===== config.mk =====
export PLATFORM = sky130hd
export DESIGN_NAME = spi_display_tx_flat
export DESIGN_NICKNAME = d
export VERILOG_FILES = /design/src/rtl/spi_display_tx_if.sv /design/src/rtl/spi_display_tx.sv /design/src/flat_wrapper.sv
export SDC_FILE = /design/constraint.sdc
export NUM_CORES = 1
export LEC_CHECK = 0
export CAP_MARGIN = 30
export CORE_MARGIN = 4
export CORE_UTILIZATION = 55
export DETAILED_ROUTE_END_ITERATION = 8
export PLACE_DENSITY = 0.8
export SLEW_MARGIN = 5
export SYNTH_ARGS = -nofsm -noshare
export SYNTH_HDL_FRONTEND = slang
export SYNTH_SLANG_ARGS = --single-unit

===== constraint.sdc =====
create_clock -name clk -period 5.9 [get_ports clk]
set_input_delay 0.59 -clock clk [delete_from_list [all_inputs] [get_ports clk]]
set_output_delay 0.59 -clock clk [all_outputs]
set_load 0.01 [all_outputs]

===== src/rtl/spi_display_tx_if.sv =====
// Word bus from the SoC into spi_display_tx.
//   tx_valid/tx_ready : a word transfers on valid & ready at a clk rising edge
//   tx_data           : word, left-aligned; bits [31:32-N] are sent, bit 31 first
//   tx_len            : word length, 0=8, 1=16, 2=24, 3=32 bits
//   tx_dc             : level driven on dc while this word is sent
//   tx_last           : 1 releases csn after this word, 0 keeps csn low for the next
interface spi_display_tx_if;
   logic        tx_valid;
   logic        tx_ready;
   logic [31:0] tx_data;
   logic [1:0]  tx_len;
   logic        tx_dc;
   logic        tx_last;

   modport master (output tx_valid, tx_data, tx_len, tx_dc, tx_last, input tx_ready);
   modport slave  (input tx_valid, tx_data, tx_len, tx_dc, tx_last, output tx_ready);
endinterface


===== src/rtl/spi_display_tx.sv =====
// SPI mode-0 master serializer for the display link. Words of 8/16/24/32 bits
// arrive over the tx bus and leave MSB-first on spi_sdo; linked words share one
// chip-select, and dc carries a per-word data/command flag.
//   clk, resetn : system clock, asynchronous active-low reset
//   tx          : word bus (slave side), see spi_display_tx_if
//   spi_sclk    : serial clock, idle low
//   spi_sdo     : serial data, changes only while spi_sclk is low
//   dc          : data/command flag, updated at word acceptance
//   csn         : chip select, active low
//   busy        : high while csn is low or the csn-high idle window runs
// Timing parameters are in clk cycles and must fit in a 16-bit counter.
module spi_display_tx #(
   parameter int unsigned CLK_DIV  = 4,
   parameter int unsigned CS_SETUP = 2,
   parameter int unsigned CS_HOLD  = 2,
   parameter int unsigned CS_IDLE  = 2
) (
   input  logic             clk,
   input  logic             resetn,
   spi_display_tx_if.slave  tx,
   output logic             spi_sclk,
   output logic             spi_sdo,
   output logic             dc,
   output logic             csn,
   output logic             busy
);

   localparam int unsigned CNT_W = 16;

   typedef enum logic [2:0] {IDLE, SETUP, SHIFT, HOLD, LINK, CSIDLE} state_t;

   state_t           state;
   logic [CNT_W-1:0] cnt;
   logic [30:0]      shreg;      // bits still to send below the one on spi_sdo
   logic [4:0]       bit_cnt;
   logic [4:0]       last_bit;   // N-1
   logic             last;
   logic             accept;

   assign accept = tx.tx_valid & tx.tx_ready;

   // Frame sequencer; every output is a register of this block
   always_ff @(posedge clk or negedge resetn) begin
      if (!resetn) begin
         state       <= IDLE;
         cnt         <= '0;
         shreg       <= '0;
         bit_cnt     <= '0;
         last_bit    <= '0;
         last        <= 1'b0;
         tx.tx_ready <= 1'b0;
         spi_sclk    <= 1'b0;
         spi_sdo     <= 1'b0;
         dc          <= 1'b0;
         csn         <= 1'b1;
         busy        <= 1'b0;
      end else begin
         case (state)
            IDLE: begin
               tx.tx_ready <= 1'b1;
               if (accept) begin
                  shreg       <= tx.tx_data[30:0];
                  spi_sdo     <= tx.tx_data[31];
                  last_bit    <= {tx.tx_len, 3'b111};
                  dc          <= tx.tx_dc;
                  last        <= tx.tx_last;
                  bit_cnt     <= '0;
                  cnt         <= '0;
                  csn         <= 1'b0;
                  busy        <= 1'b1;
                  tx.tx_ready <= 1'b0;
                  state       <= SETUP;
               end
            end

            SETUP: begin
               if (cnt == CNT_W'(CS_SETUP - 1)) begin
                  cnt   <= '0;
                  state <= SHIFT;
               end else begin
                  cnt <= cnt + CNT_W'(1);
               end
            end

            // Low phase then high phase per bit; data moves on the falling edge
            SHIFT: begin
               if (cnt != CNT_W'(CLK_DIV - 1)) begin
                  cnt <= cnt + CNT_W'(1);
               end else begin
                  cnt <= '0;
                  if (!spi_sclk) begin
                     spi_sclk <= 1'b1;
                  end else begin
                     spi_sclk <= 1'b0;
                     shreg    <= {shreg[29:0], 1'b0};
                     spi_sdo  <= shreg[30];
                     bit_cnt  <= bit_cnt + 5'd1;
                     if (bit_cnt == last_bit) begin
                        if (!last) begin
                           tx.tx_ready <= 1'b1;
                           state       <= LINK;
                        end else if (CS_HOLD == 0) begin
                           // No hold window: release csn on the last falling edge
                           csn     <= 1'b1;
                           spi_sdo <= 1'b0;
                           if (CS_IDLE == 0) begin
                              tx.tx_ready <= 1'b1;
                              busy        <= 1'b0;
                              state       <= IDLE;
                           end else begin
                              state <= CSIDLE;
                           end
                        end else begin
                           state <= HOLD;
                        end
                     end
                  end
               end
            end

            HOLD: begin
               if (cnt == CNT_W'(CS_HOLD - 1)) begin
                  cnt     <= '0;
                  csn     <= 1'b1;
                  spi_sdo <= 1'b0;
                  if (CS_IDLE == 0) begin
                     tx.tx_ready <= 1'b1;
                     busy        <= 1'b0;
                     state       <= IDLE;
                  end else begin
                     state <= CSIDLE;
                  end
               end else begin
                  cnt <= cnt + CNT_W'(1);
               end
            end

            // csn stays low; the next word's first low phase doubles as setup
            LINK: begin
               if (accept) begin
                  shreg       <= tx.tx_data[30:0];
                  spi_sdo     <= tx.tx_data[31];
                  last_bit    <= {tx.tx_len, 3'b111};
                  dc          <= tx.tx_dc;
                  last        <= tx.tx_last;
                  bit_cnt     <= '0;
                  cnt         <= '0;
                  tx.tx_ready <= 1'b0;
                  state       <= SHIFT;
               end
            end

            CSIDLE: begin
               if (cnt == CNT_W'(CS_IDLE - 1)) begin
                  cnt         <= '0;
                  tx.tx_ready <= 1'b1;
                  busy        <= 1'b0;
                  state       <= IDLE;
               end else begin
                  cnt <= cnt + CNT_W'(1);
               end
            end

            default: state <= IDLE;
         endcase
      end
   end

endmodule


===== src/flat_wrapper.sv =====
// flat-port wrapper written by rule: the top's interface ports become plain ports
module spi_display_tx_flat 
#(
   parameter int unsigned CLK_DIV  = 4,
   parameter int unsigned CS_SETUP = 2,
   parameter int unsigned CS_HOLD  = 2,
   parameter int unsigned CS_IDLE  = 2
)
  (clk, resetn, spi_sclk, spi_sdo, dc, csn, busy, tx_tx_valid, tx_tx_data, tx_tx_len, tx_tx_dc, tx_tx_last, tx_tx_ready);
  spi_display_tx_if tx_i ();
  input  logic clk;
  input  logic resetn;
  output logic spi_sclk;
  output logic spi_sdo;
  output logic dc;
  output logic csn;
  output logic busy;
  input wire logic [$bits(tx_i.tx_valid)-1:0] tx_tx_valid;
  input wire logic [$bits(tx_i.tx_data)-1:0] tx_tx_data;
  input wire logic [$bits(tx_i.tx_len)-1:0] tx_tx_len;
  input wire logic [$bits(tx_i.tx_dc)-1:0] tx_tx_dc;
  input wire logic [$bits(tx_i.tx_last)-1:0] tx_tx_last;
  output wire logic [$bits(tx_i.tx_ready)-1:0] tx_tx_ready;
  assign tx_i.tx_valid = tx_tx_valid;
  assign tx_i.tx_data = tx_tx_data;
  assign tx_i.tx_len = tx_tx_len;
  assign tx_i.tx_dc = tx_tx_dc;
  assign tx_i.tx_last = tx_tx_last;
  assign tx_tx_ready = tx_i.tx_ready;
  spi_display_tx #(.CLK_DIV(CLK_DIV), .CS_SETUP(CS_SETUP), .CS_HOLD(CS_HOLD), .CS_IDLE(CS_IDLE)) u_core (.clk(clk), .resetn(resetn), .tx(tx_i), .spi_sclk(spi_sclk), .spi_sdo(spi_sdo), .dc(dc), .csn(csn), .busy(busy));
endmodule

==> results summary <==
The proportion of layout cells with a drive suffix above 1 came out at 8.85%. The detailed-route DRC error count is 0. Setup repair after global routing left no endpoint under its margin.

The critical path goes through or4_4 -> nor4_4 -> a31oi_4 -> or2_1 -> buf_8 -> a21oi_1. The total routing usage reported by global routing came out at 20.1%. Dividing total power by cell area gives a power density of 428 mW/mm². Prior to clock tree synthesis, the placed netlist has a worst setup slack of roughly 3.2 ns.

For this run, the top clock speed supported by timing is 0.377 GHz. The largest fanout on the critical path came out at 19. The starting utilization of the core area came out at 57.1%. Summed over its instances, the top area cell type makes up 50.7% of the synthesized netlist area.

The area of the mapped netlist is 0.00316 mm². The layout overhead on the synthesized area is 21.2%. The estimated wirelength of the detail-placed design came out at 4.56 mm.

Dividing the synthesized area by the synthesized cell count gives ~9.4 µm². The number of synthesized flops with an enable pin is 0. The final setup violation count came out at 0. Counting both buffers and inverters, the worst setup path holds a total of 1. The portion of the clock cycle consumed by the worst path in the final layout is 44.9%. The worst-case IR drop observed on VDD is 0.000260 V. In this run, the clock network consumes 20.1% of the power.

The die height came out at 83.8 µm. The number of buffers inserted during clock tree synthesis is 9. The data required time at the worst endpoint came out at 6.16 ns. In this run, synthesis produced a sequential element count of 65. The reported max-cap violation count is 0. The wire length of the first global-routing pass is 11.5 mm. The number of instances in the synthesized netlist came out at 336.

After detailed routing, the number of vias per cell comes to 5.63. The total detailed-routing wirelength is roughly 6.7 mm. The number of placed I/O pins came out at 45. The leakage power figure came out at 1.73 nW. The relative contribution of combinational cells to total power is 35.0%.

The number of nets with antenna violations after detailed routing came out at 0. The post-synth net total is 378. Registers are responsible for 44.8% of the overall power. The final count of pins violating max slew came out at 0.

Of all flip-flops after synthesis, the portion carrying an async set or reset was 100%. The peak per-stage delay on the critical path came out at 0.58 ns. The type of the worst setup path is reg2reg. The total of hold buffers inserted after clock tree synthesis came out at 0. The total grt overflow is 0. Clock tree synthesis found a total of 65 sinks. The hold violation total from the final report is 0. The fraction of power spent switching nets came out at 37.9%.

Setup slack on the critical path of the routed design comes to 3.25 ns. The net count of the finished layout came out at 421. The worst slew slack as a fraction of its limit came out at between 40% and 50%. For this design, the slowest cell found on the critical path is sky130_fd_sc_hd__or4_4. The die area came out at 0.00703 mm². The tightest min-delay check is of the in2async type. The power consumption is 0.00164 W. The most used flip-flop cell after synthesis is sky130_fd_sc_hd__dfrtp_1. The number of different library cells in the post-synthesis netlist is around 50. The worst setup path is captured at a flip-flop. The sum of negative setup slack is 0 ns. The initial antenna violation count is 0. The worst setup path is launched from a flip-flop.

Post-CTS repair changed the size of 0 cells. The maximum number of pins on one net before global-route repair came out at 66. For the worst setup path, the data arrival time is 2.91 ns. In this run the number of H-tree levels came out at 3.

The repair_antennas step left the layout with diodes totalling 0. The floorplan has 27 rows. The post-CTS setup repair buffer count is 0. The CTS tree is yes.

The number of global-route vias before repair was 2,561. The sequential cell area fraction in the yosys report is 51.5%. The horizontal extent of the die came out at roughly 84 µm.

The post-place instance area is 0.00366 mm². After the first detailed-routing iteration, the DRC count stood at 133. For this run, the detailed router's first-pass iteration total came to 4. The clock insertion delay at the later pin of the skew report came out at roughly 0.34 ns. After synthesis, the cell types taking the most area are sky130_fd_sc_hd__dfrtp_1, sky130_fd_sc_hd__o22ai_1, sky130_fd_sc_hd__a21oi_1.

The master cell of the clock root buffer is sky130_fd_sc_hd__clkbuf_8. The floorplan step defined a core boundary enclosing 0.00554 mm². Input and output buffers added on the ports amount to 44. After clock tree synthesis, the clock-pin slew on the worst setup and hold paths is 0.08 ns. The run finished with clean final reports. The placer congestion estimate is 0.790.

After detailed routing, the average wire length per cell comes to 14.7 µm. The maximum count of clock buffers along a single path came out at 2. On the critical path the largest part of the delay comes from simple AND/OR/NAND/NOR gates.

The dominant cell type by area after synthesis is sky130_fd_sc_hd__dfrtp_1. The slew at the pin closest to its max-slew limit came out at about 0.8 ns. The summed area of non-filler cells in the final layout came out at 0.00383 mm². The internal power component came out at 0.00102 W. The total of warnings raised by yosys came out at 0. The final route contains 2,568 vias. The worst clock skew came out at 0.00673 ns.

The final critical delay including setup and external delays came out at between 2 and 3 ns. The net switching power came out at 0.000622 W.
kinds of logic after synthesis:
kind of cell,Yosys count,synth area share [%]
AOI/OAI and AO/OA,99,19.5
and+or+nand+nor,98,15.8
DFF,65,51.5
buffers and inverters,54,7.20
xor gates and xnor gates,16,4.43
adders and majority gates,3,1.19
muxes,1,0.356
power by group through the flow:
stage               Combinational [W]  Clock (W)  Sequential, W
global route                 0.000651   0.000356       0.000761
floorplan                    0.000441          0       0.000701
detailed placement           0.000578          0       0.000741
global placement             0.000547          0       0.000736
finish                       0.000575   0.000331       0.000736
CTS                          0.000580   0.000335       0.000735
state kept, by name (all words and copies together) (netlist names):
| register | flops |
|---|---|
| u_core.tx.tx_ready | 1 |
| u_core.last | 1 |
| u_core.csn | 1 |
| u_core.state | 3 |
| u_core.bit_cnt | 5 |
| u_core.busy | 1 |
| u_core.shreg | 31 |
| u_core.last_bit | 3 |
| u_core.dc | 1 |
| u_core.spi_sdo | 1 |
| u_core.spi_sclk | 1 |
| u_core.cnt | 16 |
stage by stage:
stage               cells  utilization [%]  hold WS, ns
global route          456             69.2        0.486
global placement      436             65.2        0.463
CTS                   456             69.2        0.456
floorplan             336                -        0.294
finish                456             69.2        0.403
detailed placement    440             66.1        0.474
cell type report:
class / instances / area [µm²]
Clock inverter: 7 / 46.3
Tap cell: 72 / 90.1
Clock buffer: 9 / 124
Fill cell: 452 / 1710
Sequential cell: 65 / 1630
Timing Repair Buffer: 50 / 503
Inverter: 36 / 135
Multi-Input combinational cell: 217 / 1310
Yosys cell counts, types with 3 or more instances:
library cell and instances:
sky130_fd_sc_hd__nand2_1 29, sky130_fd_sc_hd__clkbuf_1 13, sky130_fd_sc_hd__buf_6 3, sky130_fd_sc_hd__o21ai_0 8
sky130_fd_sc_hd__a21oi_1 37, sky130_fd_sc_hd__o22ai_1 31, sky130_fd_sc_hd__ha_1 3, sky130_fd_sc_hd__nand3_1 9
sky130_fd_sc_hd__inv_1 36, sky130_fd_sc_hd__or3_1 4, sky130_fd_sc_hd__dfrtp_1 64, sky130_fd_sc_hd__nor3_1 7
sky130_fd_sc_hd__xor2_1 9, sky130_fd_sc_hd__nor2_1 26, sky130_fd_sc_hd__or4_1 4, sky130_fd_sc_hd__xnor2_1 7
sky130_fd_sc_hd__o31ai_1 6
worst reg2reg max path, delay by kind of cell, from the launching register on:
kind	cells	cell delay [ns]
AND/OR/NAND/NOR	3	1.54
AO/OA/AOI/OAI	2	0.37
flip-flops	1	0.43
buffers and inverters	1	0.25
path summary, 6_finish.rpt:
kind	cells past startpoint	slack, ns	endpoint	start
max	6	3.25	u_core.shreg[6]	u_core.cnt[11]
min	2	0.40	u_core.shreg[16]	resetn
max reg2reg	6	3.25	u_core.shreg[6]	u_core.cnt[11]
min reg2reg	2	0.49	u_core.csn	u_core.csn
max in group asynchronous	2	4.96	u_core.state[0]	resetn
min in group clk	2	0.49	u_core.csn	u_core.csn
cells in the final DEF, fill, tap and decap left out, drive strengths merged, types with 8 or more instances in the layout:
cell | synthesis | layout
dfrtp | 64 | 64
clkdlybuf4s50 | 0 | 43
a21oi | 38 | 38
inv | 36 | 37
o22ai | 31 | 31
nand2 | 29 | 29
nor2 | 26 | 26
nand3 | 9 | 9
xor2 | 9 | 9
clkbuf | 14 | 9
o21ai | 8 | 8
per-layer routing:
layer	GRT usage (%)	wire [µm]	vias to the layer above
met4	9.06	114	0
met3	4.44	288	12
li1	-	-	1263
met5	0	0	-
met1	25.0	3020	1251
met2	33.3	3260	42
Note: power is estimated with default switching activity, not from simulation.
